$ cat src/rtl/uart_tx_arbiter_if.sv
// Requester/transmitter bundle for uart_tx_arbiter.
// slave is the arbiter side; master is the requesters plus transmitter side.
interface uart_tx_arbiter_if #(
  parameter int unsigned NUM_REQ = 4
);
  logic [NUM_REQ-1:0]   req;
  logic [8*NUM_REQ-1:0] req_byte;
  logic [NUM_REQ-1:0]   ack;
  logic                 busy;
  logic                 err;
  logic                 tx_start;
  logic [7:0]           tx_byte;
  logic                 tx_ready;

  modport slave (
    input  req, req_byte, tx_ready,
    output ack, busy, err, tx_start, tx_byte
  );

  modport master (
    output req, req_byte, tx_ready,
    input  ack, busy, err, tx_start, tx_byte
  );
endinterface

$ cat src/rtl/uart_tx_arbiter.sv
// Round-robin arbiter feeding one UART transmitter from NUM_REQ byte requesters,
// with a bounded wait for the transmitter to accept each start strobe.
module uart_tx_arbiter #(
  parameter int unsigned NUM_REQ       = 4,
  parameter int unsigned START_TIMEOUT = 16
) (
  input logic              clk,
  input logic              rst_n,
  uart_tx_arbiter_if.slave bus
);
  localparam int unsigned PTR_W = (NUM_REQ > 1) ? $clog2(NUM_REQ) : 1;
  localparam int unsigned CNT_W = $clog2(START_TIMEOUT + 1);

  typedef enum logic [1:0] {IDLE, START, WAIT_DONE} state_t;

  state_t             state, state_next;
  logic [PTR_W-1:0]   ptr, ptr_next, winner;
  logic [CNT_W-1:0]   cnt, cnt_next;
  logic               tx_start_q, tx_start_next;
  logic               err_q, err_next;
  logic [7:0]         tx_byte_q, tx_byte_next, sel_byte;
  logic [NUM_REQ-1:0] ack_q, ack_next;
  logic               found;
  logic [7:0]         bytes [NUM_REQ];
  int unsigned        idx;

  for (genvar g = 0; g < NUM_REQ; g++) begin : g_bytes
    assign bytes[g] = bus.req_byte[8*g +: 8];
  end

  // First set request at or above ptr, wrapping modulo NUM_REQ.
  always_comb begin
    found    = 1'b0;
    winner   = ptr;
    sel_byte = '0;
    idx      = 0;
    for (int unsigned i = 0; i < NUM_REQ; i++) begin
      idx = 32'(ptr) + i;
      if (idx >= NUM_REQ) idx = idx - NUM_REQ;
      if (!found && bus.req[PTR_W'(idx)]) begin
        found    = 1'b1;
        winner   = PTR_W'(idx);
        sel_byte = bytes[PTR_W'(idx)];
      end
    end
  end

  always_comb begin
    state_next    = state;
    ptr_next      = ptr;
    cnt_next      = cnt;
    tx_start_next = tx_start_q;
    tx_byte_next  = tx_byte_q;
    ack_next      = '0;
    err_next      = 1'b0;
    case (state)
      IDLE: begin
        if (bus.tx_ready && found) begin
          tx_byte_next     = sel_byte;
          ack_next[winner] = 1'b1;
          tx_start_next    = 1'b1;
          ptr_next         = (winner == PTR_W'(NUM_REQ - 1)) ? '0 : winner + 1'b1;
          cnt_next         = '0;
          state_next       = START;
        end
      end
      START: begin
        if (!bus.tx_ready) begin
          tx_start_next = 1'b0;
          cnt_next      = '0;
          state_next    = WAIT_DONE;
        end else if (cnt == CNT_W'(START_TIMEOUT - 1)) begin
          // Transmitter never took the strobe: drop the byte, no retry.
          tx_start_next = 1'b0;
          err_next      = 1'b1;
          state_next    = IDLE;
        end else begin
          cnt_next = cnt + 1'b1;
        end
      end
      WAIT_DONE: begin
        if (bus.tx_ready) state_next = IDLE;
      end
      default: state_next = IDLE;
    endcase
  end

  always_ff @(posedge clk or negedge rst_n) begin
    if (!rst_n) begin
      state      <= IDLE;
      ptr        <= '0;
      cnt        <= '0;
      tx_start_q <= 1'b0;
      tx_byte_q  <= '0;
      ack_q      <= '0;
      err_q      <= 1'b0;
    end else begin
      state      <= state_next;
      ptr        <= ptr_next;
      cnt        <= cnt_next;
      tx_start_q <= tx_start_next;
      tx_byte_q  <= tx_byte_next;
      ack_q      <= ack_next;
      err_q      <= err_next;
    end
  end

  assign bus.ack      = ack_q;
  assign bus.busy     = (state != IDLE);
  assign bus.err      = err_q;
  assign bus.tx_start = tx_start_q;
  assign bus.tx_byte  = tx_byte_q;
endmodule

$ cat src/flat_wrapper.sv
// flat-port wrapper written by rule: the top's interface ports become plain ports
module uart_tx_arbiter_flat 
#(
  parameter int unsigned NUM_REQ       = 4,
  parameter int unsigned START_TIMEOUT = 16
)
  (clk, rst_n, bus_req, bus_req_byte, bus_tx_ready, bus_ack, bus_busy, bus_err, bus_tx_start, bus_tx_byte);
  uart_tx_arbiter_if #(.NUM_REQ(NUM_REQ)) bus_i ();
  input logic clk;
  input logic rst_n;
  input wire logic [$bits(bus_i.req)-1:0] bus_req;
  input wire logic [$bits(bus_i.req_byte)-1:0] bus_req_byte;
  input wire logic [$bits(bus_i.tx_ready)-1:0] bus_tx_ready;
  output wire logic [$bits(bus_i.ack)-1:0] bus_ack;
  output wire logic [$bits(bus_i.busy)-1:0] bus_busy;
  output wire logic [$bits(bus_i.err)-1:0] bus_err;
  output wire logic [$bits(bus_i.tx_start)-1:0] bus_tx_start;
  output wire logic [$bits(bus_i.tx_byte)-1:0] bus_tx_byte;
  assign bus_i.req = bus_req;
  assign bus_i.req_byte = bus_req_byte;
  assign bus_i.tx_ready = bus_tx_ready;
  assign bus_ack = bus_i.ack;
  assign bus_busy = bus_i.busy;
  assign bus_err = bus_i.err;
  assign bus_tx_start = bus_i.tx_start;
  assign bus_tx_byte = bus_i.tx_byte;
  uart_tx_arbiter #(.NUM_REQ(NUM_REQ), .START_TIMEOUT(START_TIMEOUT)) u_core (.clk(clk), .rst_n(rst_n), .bus(bus_i));
endmodule
$ cat config.mk
export PLATFORM = sky130hd
export DESIGN_NAME = uart_tx_arbiter_flat
export DESIGN_NICKNAME = d
export VERILOG_FILES = /design/src/rtl/uart_tx_arbiter_if.sv /design/src/rtl/uart_tx_arbiter.sv /design/src/flat_wrapper.sv
export SDC_FILE = /design/constraint.sdc
export NUM_CORES = 1
export LEC_CHECK = 0
export ABC_AREA = 1
export CAP_MARGIN = 20
export CORE_MARGIN = 3
export CORE_UTILIZATION = 51
export CTS_CLUSTER_SIZE = 30
export DETAILED_ROUTE_END_ITERATION = 6
export GPL_ROUTABILITY_DRIVEN = 0
export PLACE_DENSITY = 0.8
export RECOVER_POWER = 100
export SLEW_MARGIN = 0
export SYNTH_ARGS = -nofsm -noshare
export SYNTH_HDL_FRONTEND = slang
export SYNTH_SLANG_ARGS = --single-unit
$ cat constraint.sdc
create_clock -name clk -period 2.4 [get_ports clk]
set_input_delay 0.72 -clock clk [delete_from_list [all_inputs] [get_ports clk]]
set_output_delay 0.72 -clock clk [all_outputs]
set_load 0.01 [all_outputs]
After elaboration in Yosys (flattened, before gate mapping)
Cells that the tools add are included.
{"block": "word_totals", "mem_count": 0, "romBits": 0, "word_cells": 114, "regBits": 23, "ramBits": 0, "output_inout_bits": 15, "latch_bits": 0, "in_bits": 39}
{"block": "op_classes", "n_div": 0, "n_addsub": 9, "muxes": 57, "n_reduce_logical": 15, "multipliers": 0, "n_lt_le_gt_ge": 14, "n_bitwise": 4, "n_eq_ne": 8, "shifts": 0}
{"cell": "$mux 8", "count": 12}
{"cell": "$bmux 8 s2", "count": 4}
{"cell": "$mux 2", "count": 13}
{"cell": "$ge 3x3->1 const B", "count": 7}
{"cell": "$lt 2x3->1 const B", "count": 5}
{"cell": "$mux 1", "count": 15}
{"cell": "$mux 5", "count": 3}
{"cell": "$not 2->3", "count": 4}
{"cell": "$pmux 5 s2", "count": 1}
{"cell": "$reduce_and 3->1", "count": 3}
{"cell": "$bmux 1 s2", "count": 4}
{"cell": "$mux 4", "count": 2}
{"cell": "$sub 2x1->2 const B", "count": 4}
{"cell": "$add 2x2->3 const B", "count": 2}
{"cell": "$pmux 2 s3", "count": 1}
{"cell": "$add 5x1->5 const B", "count": 1}
{"cell": "$eq 5x4->1 const B", "count": 1}
{"cell": "$logic_and 1x1->1", "count": 5}
{"cell": "$eq 2x2->1 const B", "count": 2}
{"cell": "$reduce_bool 2->1", "count": 2}
{"cell": "$add 2x1->3 const B", "count": 1}
{"cell": "$ge 2x3->1 const B", "count": 1}
{"cell": "$logic_not 1->1", "count": 3}
{"cell": "$ne 3x2->1 const B", "count": 1}
{"cell": "other kinds (10)", "count": 10}

Depth between registers and ports, before layout
{"block": "depth", "ltp_word": 20, "depth_mapped": 17, "mapped_depth_nobuf": 16}

Least setup slack after synthesis
Ideal clock, no wire load.
{"block": "synth_timing", "kind": "input-to-reg", "start": "input port bus_req[2]", "end": "register u_core.ptr[1]", "cell_stages": 15, "path_buffers": 2, "t_arrival_ns": 2.065, "path_slack_ns": 0.202, "cell_sequence": "inv_1 > nand2_1 > nand3_2 > nand2_4 > nor2_4 > buf_6 > nand3_2 > buf_6 > nand3_2 > nand2_1 > nand2_1 > nand2_2 > ha_1 > nand2_1 > o21ai_0"}
{"block": "synth_via", "elab_chain_cells": 14, "word_cells_on_any_way": 27, "classes_between": "add/sub (1); eq/ne (1); mux (17); reduce/logical (8)"}
{"element": "start, declared", "line_no": "flat_wrapper.sv:11", "rtl": "input wire logic [$bits(bus_i.req)-1:0] bus_req;"}
{"element": "$bmux 1 s2", "line_no": "uart_tx_arbiter.sv:40", "rtl": "if (!found && bus.req[PTR_W'(idx)]) begin"}
{"element": "$mux 1 (implied by the code)", "line_no": "uart_tx_arbiter.sv:40"}
{"element": "$mux 1", "line_no": "uart_tx_arbiter.sv:40"}
{"element": "$logic_not 1->1", "line_no": "uart_tx_arbiter.sv:40"}
{"element": "$logic_and 1x1->1", "line_no": "uart_tx_arbiter.sv:40"}
{"element": "$mux 1", "line_no": "uart_tx_arbiter.sv:40"}
{"element": "$logic_not 1->1", "line_no": "uart_tx_arbiter.sv:40"}
{"element": "$logic_and 1x1->1", "line_no": "uart_tx_arbiter.sv:40"}
{"element": "$mux 1", "line_no": "uart_tx_arbiter.sv:40"}
{"element": "$logic_not 1->1", "line_no": "uart_tx_arbiter.sv:40"}
{"element": "$logic_and 1x1->1", "line_no": "uart_tx_arbiter.sv:40"}
{"element": "$mux 2 / $mux 1 (equally long branches)", "line_no": "uart_tx_arbiter.sv:40"}
{"element": "$add 2x1->2 (tied with other cells)", "line_no": "uart_tx_arbiter.sv:62", "rtl": "ptr_next = (winner == PTR_W'(NUM_REQ - 1)) ? '0 : winner + 1'b1;"}
{"element": "$mux 2 / $reduce_and 2->1 (equally long branches)"}
{"element": "end signal, assigned", "line_no": "uart_tx_arbiter.sv:99", "rtl": "ptr <= ptr_next;"}
{"element": "end, declared", "line_no": "uart_tx_arbiter.sv:17", "rtl": "logic [PTR_W-1:0] ptr, ptr_next, winner;"}
Several ways; a longest one is shown, not always the timed one. The select of a mux whose other input is x is not followed.
A chain may end at the register's enable or synchronous reset.

Worst setup path after layout
{"block": "layout_timing", "start": "register u_core.state[1]", "end": "output port bus_busy"}
{"block": "layout_via", "elab_chain_cells": 1}
{"element": "start, declared", "line_no": "uart_tx_arbiter.sv:16", "rtl": "state_t state, state_next;"}
{"element": "start signal, assigned", "line_no": "uart_tx_arbiter.sv:98", "rtl": "state <= state_next;"}
{"element": "$reduce_bool 2->1", "line_no": "uart_tx_arbiter.sv:109", "rtl": "assign bus.busy = (state != IDLE);"}
{"element": "end, declared", "line_no": "flat_wrapper.sv:15", "rtl": "output wire logic [$bits(bus_i.busy)-1:0] bus_busy;"}
Every way passes these cells.

==> results.yml <==
yosys:
  yosys_warnings: 0
  syn_area_mm2: 0.00225
  yosysSeqAreaShare: 0.256
  syn-num-nets: 412
  synth_edf_count: 0
  synth_async_sr_flop_share: 1.00
  syn_avg_cell_area_um2: 6.13
  syn_inst: 367
  yosysMostFrequentCell: "nand2_1"
  yosys.area.top_type: "dfrtp_1"
  ys_seq_elements: 23
  synth_common_cells: "146 x nand2_1, 38 x nand3_1, 37 x inv_1, 37 x o21ai_0, 23 x dfrtp_1"
  yosys-top-cells-area: "dfrtp_1 26%, nand2_1 24%, nand3_1 8.5%"
  synth_top_area_frac: 0.256
  netlist-cell-type-count: 25
  synthFlopType: "dfrtp_1"
min_path:
  hp-class: "flop to flop"
run:
  drv_cap: 0
detailed_routing:
  drt_first_iter_violations: 105
  wl_met2_um: 2740
  drtPass1Iterations: 5
  final_antenna_net_count: 0
  topRoutingLayerUsed: "met4"
  viasPerCell: 5.20
  avgRoutedWirePerCell_um: 11.9
  vias: 2487
  dr_wl_met3_um: 381
  finalWirelength_um: 5680
  drcViolationCount: 0
  drt-met1-wl_um: 2430
clock_tree:
  cts_made_buffers: 3
  tritoncts_num_sinks: 23
  holdBufCountCts: 0
  insertion_delay_ns: 0.26
  cts_tree: "done"
  h-tree-depth: 1
  cts_root_buffer: "clkbuf_8"
  clk_path_buf_depth: 2
  path_clk_slew_ns: 0.08
layout:
  antenna_cells: 0
  syn2layout_area_growth_pct: 32.0
  fin_nets: 474
  stdcell_area_mm2: 0.00297
  multi_input_area_mm2: 0.00143
  fillerInstances: 373
  drive_above_1_share: 0.107
  final_cell_count_no_fill: 478
  seqCellArea_um2: 577
timing:
  setup_viol: 0
  maxSlewViolCount: 0
  fin_crit_ns: 2.21
  whs_ns: 0.476
  period_share: 0.921
  tns_ns: 0
  hold_violations: 0
  rsz0062_at_grt: "no"
  fin_skew_ns: 0.00297
  max_freq_ghz: 0.452
  maxSlewHeadroom: 0.215
  tightest_slew_ns: 1.18
pwr:
  internal_power_mw: 1.83
  seq_power_share: 0.170
  power_switching_share: 0.519
  clkPwrFrac: 0.063
  peakVddDrop_v: 0.000700
  p_comb_frac: 0.767
  power.density_mw_per_mm2: 1280
  leakagePower_nw: 1.58
  power_switching_mw: 1.97
  total_power_mw: 3.80
placed_design:
  place_hpwl_um: 4430
  place_area_mm2: 0.00289
  place_inst: 473
  portBuffers: 53
critical_path:
  critPathSlowestCell: "dlygate4sd3_1"
  slowest_delay_ns: 0.61
  cp_max_fo: 4
  required_ns: 1.68
  path_buf_inv: 2
  cp_cell_sequence: "nor2_1 > inv_1 > dlygate4sd3_1"
  crit_type: "flop to output pin"
  crit_arrival_ns: 1.49
  startpoint_type: "flop"
  r2r_slack_ns: 0.23
  cp_top_family: "buffers and inverters"
  end_kind: "output pin"
grt:
  grt_max_degree: 41
  antenna_found_initial: 0
  grt_pass1_vias: 2286
  grtUsageTotal: 0.220
  grt-ovfl-total: 0
  grt_pass1_wl_um: 9450
die:
  start_util: 0.547
  io-pin-count: 54
  die_x_um: 72.4
  fp.dieArea_mm2: 0.00524
  core_mm2: 0.00412
  placementRows: 23
  die_h_um: 72.4
status:
  outcome: "complete, no violations"
[worst min-delay path, stage by stage (launching register included)]
cell,delay (ns)
dfrtp_1,0.34
nand2_1,0.05
nand2_1,0.05
[per-layer routing]
metal / up-vias / global-route usage
met4: 0 / 0.0799
met5: - / 0
met2: 88 / 0.392
met1: 1083 / 0.267
met3: 17 / 0.0346
li1: 1299 / -
[power by group through the flow]
stage          Sequential [mW]  Clock, mW  Combinational [mW]
3_3_place_gp             0.651          0                2.79
4_1_cts                  0.648      0.242                2.88
2_1_floorplan            0.664          0                1.97
3_5_place_dp             0.655          0                2.86
5_1_grt                  0.665      0.256                3.28
6_report                 0.646      0.238                2.92
[cell type report]
class                      count  share of cell area
clock buffer                   4              0.0152
inverter                      43              0.0552
multi-input combinational    284               0.480
sequential                    23               0.194
tap                           50              0.0211
timing repair buffer          74               0.234
[what timing repair did]
item | 4_1_cts | 5_1_grt
setup buffers | 0 | 1
endpoints found under the setup margin | 0 | 10
gates resized for setup | 0 | 13
[logic make-up (layout without fill, tap and decap cells)]
kind of cell / count (synthesis) / count (layout) / synth area share
and+or+nand+nor: 220 / 220 / 0.429
buffers and inverters: 60 / 121 / 0.117
AOI/OAI and AO/OA: 42 / 42 / 0.0934
DFF: 23 / 23 / 0.256
muxes: 16 / 16 / 0.0712
adders and majority gates: 6 / 6 / 0.0334
[layout by cell type (no fill, tap or decap), drive strengths merged]
| cell type | instances |
|---|---|
| clkdlybuf4s50 | 32 |
| nand4 | 11 |
| nand3 | 42 |
| inv | 42 |
| dlymetal6s2s | 4 |
| nand2 | 153 |
| dfrtp | 23 |
| nor2 | 12 |
| clkinv | 1 |
| mux2i | 16 |
| dlygate4sd3 | 17 |
| or2 | 1 |
| a21oi | 2 |
| clkbuf | 7 |
| nor3b | 1 |
| o21ai | 40 |
| ha | 6 |
| buf | 18 |
[stage by stage]
step / worst slack, ns / util
after floorplan: 0.202 / -
after global placement: -0.169 / 0.703
after detailed placement: -0.232 / 0.703
after CTS: 0.0439 / 0.714
after global routing: 0.0401 / 0.721
final: 0.189 / 0.721
[final timing paths]
check	startpoint	end	cells past startpoint
setup / recovery	u_core.state[1]	bus_busy	3
hold / removal	u_core.bus.tx_byte[5]	u_core.bus.tx_byte[5]	2
setup reg to reg	u_core.ptr[0]	u_core.ptr[1]	15
hold reg to reg	u_core.bus.tx_byte[5]	u_core.bus.tx_byte[5]	2
max in group asynchronous	rst_n	u_core.ptr[0]	2
min in group asynchronous	rst_n	u_core.bus.tx_byte[3]	2
[registers in the layout, summed over array words and instances, names as in the netlist]
name / flops
u_core.bus.tx_byte: 8
u_core.cnt: 5
u_core.bus.ack: 4
u_core.ptr: 2
u_core.state: 2
u_core.bus.err: 1
u_core.bus.tx_start: 1
(Power assumes the default switching activity.)
